===== config.mk =====
export PLATFORM = sky130hd
export DESIGN_NAME = flag_cond_unit
export DESIGN_NICKNAME = d
export VERILOG_FILES = /design/src/rtl/flag_cond_unit.sv
export SDC_FILE = /design/constraint.sdc
export NUM_CORES = 1
export LEC_CHECK = 0
export BUFFER_PORTS_ARGS = -buffer_cell sky130_fd_sc_hd__buf_4
export CAP_MARGIN = 20
export CORE_AREA = 3 3 40 42
export CTS_CLUSTER_SIZE = 12
export DETAILED_ROUTE_END_ITERATION = 6
export DIE_AREA = 0 0 43 45
export PLACE_DENSITY = 0.47
export SETUP_SLACK_MARGIN = 0.02
export SLEW_MARGIN = 40
export SYNTH_ARGS = -nofsm -noshare
export SYNTH_HDL_FRONTEND = slang
export SYNTH_SLANG_ARGS = --single-unit
export TNS_END_PERCENT = 20

===== constraint.sdc =====
create_clock -name clk -period 1.58 [get_ports clk]
set_input_delay 0.316 -clock clk [delete_from_list [all_inputs] [get_ports clk]]
set_output_delay 0.316 -clock clk [all_outputs]
set_load 0.05 [all_outputs]

===== src/rtl/flag_cond_unit.sv =====
// flag_cond_unit
//   Architectural NZCV flag register plus B.cond resolver for a short
//   in-order pipeline. A branch in ID is resolved in the same cycle from the
//   effective flags. If the EX instruction is writing the flags at the same
//   time, the branch either stalls for one cycle or uses the live ALU flags,
//   depending on the build.
//
//   Build option: define FLAG_COND_FWD_EN to forward the live ALU flags into
//   the condition check. This removes the stall, and WAIT is never entered.
//   When it is undefined, each flag hazard costs exactly one stall cycle.
//
// Ports
//   clk, reset       clock; synchronous active-high reset
//   alu_negative     N from the EX ALU, current cycle
//   alu_zero         Z from the EX ALU, current cycle
//   alu_overflow     V from the EX ALU, current cycle
//   alu_carry_out    C from the EX ALU, current cycle
//   ex_set_flags     EX instruction writes the flags
//   ex_flush         EX instruction is squashed, so it does not write flags
//   br_valid         ID presents a B.cond
//   br_cond          4-bit condition code
//   br_done          branch resolved this cycle
//   br_taken         resolved condition is true (valid with br_done)
//   br_stall         hold ID/IF this cycle
//   flags_q          architectural flags {N,Z,C,V}
module flag_cond_unit (
  input  logic       clk,
  input  logic       reset,
  input  logic       alu_negative,
  input  logic       alu_zero,
  input  logic       alu_overflow,
  input  logic       alu_carry_out,
  input  logic       ex_set_flags,
  input  logic       ex_flush,
  input  logic       br_valid,
  input  logic [3:0] br_cond,
  output logic       br_done,
  output logic       br_taken,
  output logic       br_stall,
  output logic [3:0] flags_q
);

  typedef enum logic {IDLE, WAIT} state_t;
  state_t state;

  logic       flag_wr;
  logic [3:0] alu_flags;
  logic [3:0] eff_flags;
  logic       hazard;

  assign flag_wr   = ex_set_flags & ~ex_flush;
  assign alu_flags = {alu_negative, alu_zero, alu_carry_out, alu_overflow};

`ifdef FLAG_COND_FWD_EN
  assign eff_flags = flag_wr ? alu_flags : flags_q;
  assign hazard    = 1'b0;
`else
  assign eff_flags = flags_q;
  assign hazard    = br_valid & flag_wr;
`endif

  // Condition codes come in pairs: bits [3:1] select the test and bit 0
  // inverts it. The one exception is 111x, which is always true.
  function automatic logic cond_eval(input logic [3:0] c, input logic [3:0] f);
    logic n, z, cy, v, base;
    n  = f[3];
    z  = f[2];
    cy = f[1];
    v  = f[0];
    case (c[3:1])
      3'b000:  base = z;
      3'b001:  base = cy;
      3'b010:  base = n;
      3'b011:  base = v;
      3'b100:  base = cy & ~z;
      3'b101:  base = (n == v);
      3'b110:  base = ~z & (n == v);
      default: base = 1'b1;
    endcase
    return (c[3:1] == 3'b111) ? 1'b1 : (base ^ c[0]);
  endfunction

  always_ff @(posedge clk) begin
    if (reset) begin
      flags_q <= 4'b0000;
      state   <= IDLE;
    end else begin
      if (flag_wr) flags_q <= alu_flags;
      case (state)
        IDLE:    if (hazard) state <= WAIT;
        default: state <= IDLE;
      endcase
    end
  end

  // Resolution is combinational so that a branch with no hazard resolves in
  // the same cycle. WAIT evaluates flags_q before the edge. Those are the
  // flags written by the instruction that caused the stall, even if a newer
  // write lands at this edge.
  always_comb begin
    br_done  = 1'b0;
    br_taken = 1'b0;
    br_stall = 1'b0;
    if (!reset) begin
      case (state)
        IDLE: begin
          if (br_valid) begin
            if (hazard) begin
              br_stall = 1'b1;
            end else begin
              br_done  = 1'b1;
              br_taken = cond_eval(br_cond, eff_flags);
            end
          end
        end
        default: begin
          if (br_valid) begin
            br_done  = 1'b1;
            br_taken = cond_eval(br_cond, flags_q);
          end
        end
      endcase
    end
  end

endmodule

==> impl_results.md <==
- Root Buffer: clkbuf_4
- Crit path required time: 1.26 ns
- CTS clk-pin slew, worst paths: 0.04 ns
- Crit-path slowest cell: mux4_2
- Crit path kind: reg -> out
- Yosys cell types: 19
- Routability cong.: 0.742
- Num Clock Sinks: 5
- Clock skew: 0 ns
- P_leak: 0.264 nW
- Count of input and output buffers: 19
- Switching pwr: 0.127 mW
- Number of global-route vias before repair: 347
- Slew Limit Fails: 0
- Post-Synthesis Cells: 39
- Max Freq: 0.525 GHz
- Area delta synth->final: 97.6%
- Top FF cell, synth: dfxtp_1
- EDFF count, synth: 0
- Final Hold Viols: 0
- Area leader, netlist: dfxtp_1
- Final hold slack: 0.308 ns
- Die W: 43 um
- R2R setup slack: 0.88 ns
- Int Power: 0.290 mW
- Syn_area_per_cell: 7.96 um2
- Hold WC Path Type: in -> reg
- Post-Layout Cell Count: 85
- Syn. warnings: 0
- Worst stage delay on the critical path: 0.50 ns
- Initial drt markers: 0
- Part of the power in registers: 0.317
- Nets@finish: 84
- Sw Ratio: 0.304
- Htree depth: 1
- Initial antenna violation count: 0
- Post-CTS Setup Inserts: 0
- DR vias/cell: 4.55
- WL final: 875 um
- Worst r2r src: flags_q[3]
- Slew at the pin closest to its max-slew limit: 0.262 ns
- Share of cells above drive strength 1: 0.600
- Crit end category: output port
- Die area: 1940 um2
- Synth area leaders: dfxtp_1 32%, nand2_1 11%, a21oi_1 9.7%, mux4_2 7.3%, nor2b_1 4.0%
- Number of synthesized register bits: 5
- Placed wire-length estimate: 711 um
- Hold buffer count at cts: 0
- Top post-synthesis cells by count: 9 x nand2_1, 6 x a21oi_1, 5 x dfxtp_1
- CP Max Fanout: 2
- Core Region: 1280 um2
- Crit-path cells: mux4_2, a21oi_2, and4b_4, buf_8
- Vias: 387
- Routed len/inst: 10.3 um
- Placed Cells: 81
- Unrepaired setup endpoints after global routing: yes
- Post-synthesis cell area: 310 um2
- Share of the synthesized area in the top cell type: 0.323
- Worst slack at placement: -0.255 ns
- Startpoint types: flip-flop
- Sequential area share after synthesis: 0.323
- Num rows: 13
- Die H: 45 um
- Gr ovfl total: 0
- Worst setup path start: flags_q[0]
- Final setup TNS: -0.326 ns
- Initial core utilization: 0.241
- Ant. Diodes: 0
- Syn_nets: 52
- Clk pwr share: 0.364
- Clock tree buffer depth: 2
- Clock period minus worst slack: 1.91 ns
- Failing checks: negative setup slack
- Final setup vio count: 1
- Setup WS post-layout: -0.326 ns
- DRC errors left: 0
- Maximum vdd ir drop: 0.000419 V
- Total GRT Usage: 0.106
- Pre-Repair DR Iteration Count: 1
- Final ANT Viol Nets: 0
- Num CTS Buffers: 3
- Slew Limit Headroom: 0.823
- Pin count of the biggest net entering global routing: 7
- Max Cap Viol: 0
- Ports: 20
- CTS tree: done
- First-pass GRT wire length: 1420 um
- Power Dens Cells: 680 nW/um2
- Status: finished with violations
- HP Start: alu_carry_out
- Period utilization: 1.21
- Arrival @ worst endpoint: 1.59 ns
- Combinational share of power: 0.319
- Most common cell in the netlist: nand2_1
- Worst-Skew Late Latency: 0.25 ns
- Ys async rst share: 0
-- registers in the layout, summed over array words and instances, names as in the netlist --
signal,flops
flags_q,4
state,1
-- cells in the final DEF (no fill, tap or decap), drive strengths merged --
cell type / n
nand4: 1
mux4: 1
xnor2: 1
dfxtp: 5
nor2b: 2
and2b: 2
nand2b: 1
nor2: 2
clkbuf: 4
and4b: 1
or2b: 1
nor3b: 1
nand3: 1
o21ai: 1
buf: 27
or4b: 1
nor3: 3
a21oi: 6
nand2: 9
-- power by group through the flow --
stage               clock [mW]  combinational [mW]  sequential, mW
floorplan                    0              0.0498           0.152
global placement             0               0.129           0.134
detailed placement           0               0.129           0.134
CTS                      0.157               0.134           0.132
global route             0.168               0.144           0.133
finish                   0.152               0.133           0.132
-- path summary, 6_finish.rpt --
check                             endpoint  cells past startpoint
worst max-delay path              br_taken                      4
worst max register to register  flags_q[3]                      3
worst min register to register       state                      1
worst min-delay path            flags_q[1]                      3
-- per-layer routing --
layer / share of wire / wire, um / global-route usage / vias to the layer above
met2: 0.47 / 408 / 0.159 / 13
met1: 0.42 / 367 / 0.115 / 169
met4: 0.029 / 25 / 0.0723 / 0
met3: 0.085 / 74 / 0.0598 / 5
li1: - / - / - / 200
met5: 0 / 0 / 0 / -
-- critical path: cells and delay by family (launching register included) --
kind,cells,cell delay (ns)
DFF,1,0.33
muxes,1,0.50
buffers and inverters,1,0.14
and+or+nand+nor,1,0.24
AOI/OAI and AO/OA,1,0.14
-- through the flow --
step	power [mW]	cell area, um2	utilization
after floorplan	0.202	345	-
after global placement	0.263	567	0.441
after detailed placement	0.263	567	0.441
after CTS	0.423	611	0.475
after global routing	0.445	613	0.477
final	0.417	613	0.477
-- repair_timing --
item,in CTS,in global routing
endpoints found under the setup margin,2,2
cloned,0,0
resized for setup,4,1
endpoints found under the hold margin,0,0
-- cell type report --
cell class / count / area (um2)
fillers: 137 / 672
repair buffers: 27 / 214
well taps: 15 / 18.8
flip-flops and latches: 5 / 115
multi-input cells: 34 / 239
clock buffers: 4 / 26.3
-- cell families after synthesis --
kind of cell,Yosys count,share of synthesized area
and+or+nand+nor,25,0.464
muxes,1,0.0726
xor gates and xnor gates,1,0.0282
AOI/OAI and AO/OA,7,0.113
DFF,5,0.323
No activity file was read; power rests on OpenSTA's default activity.
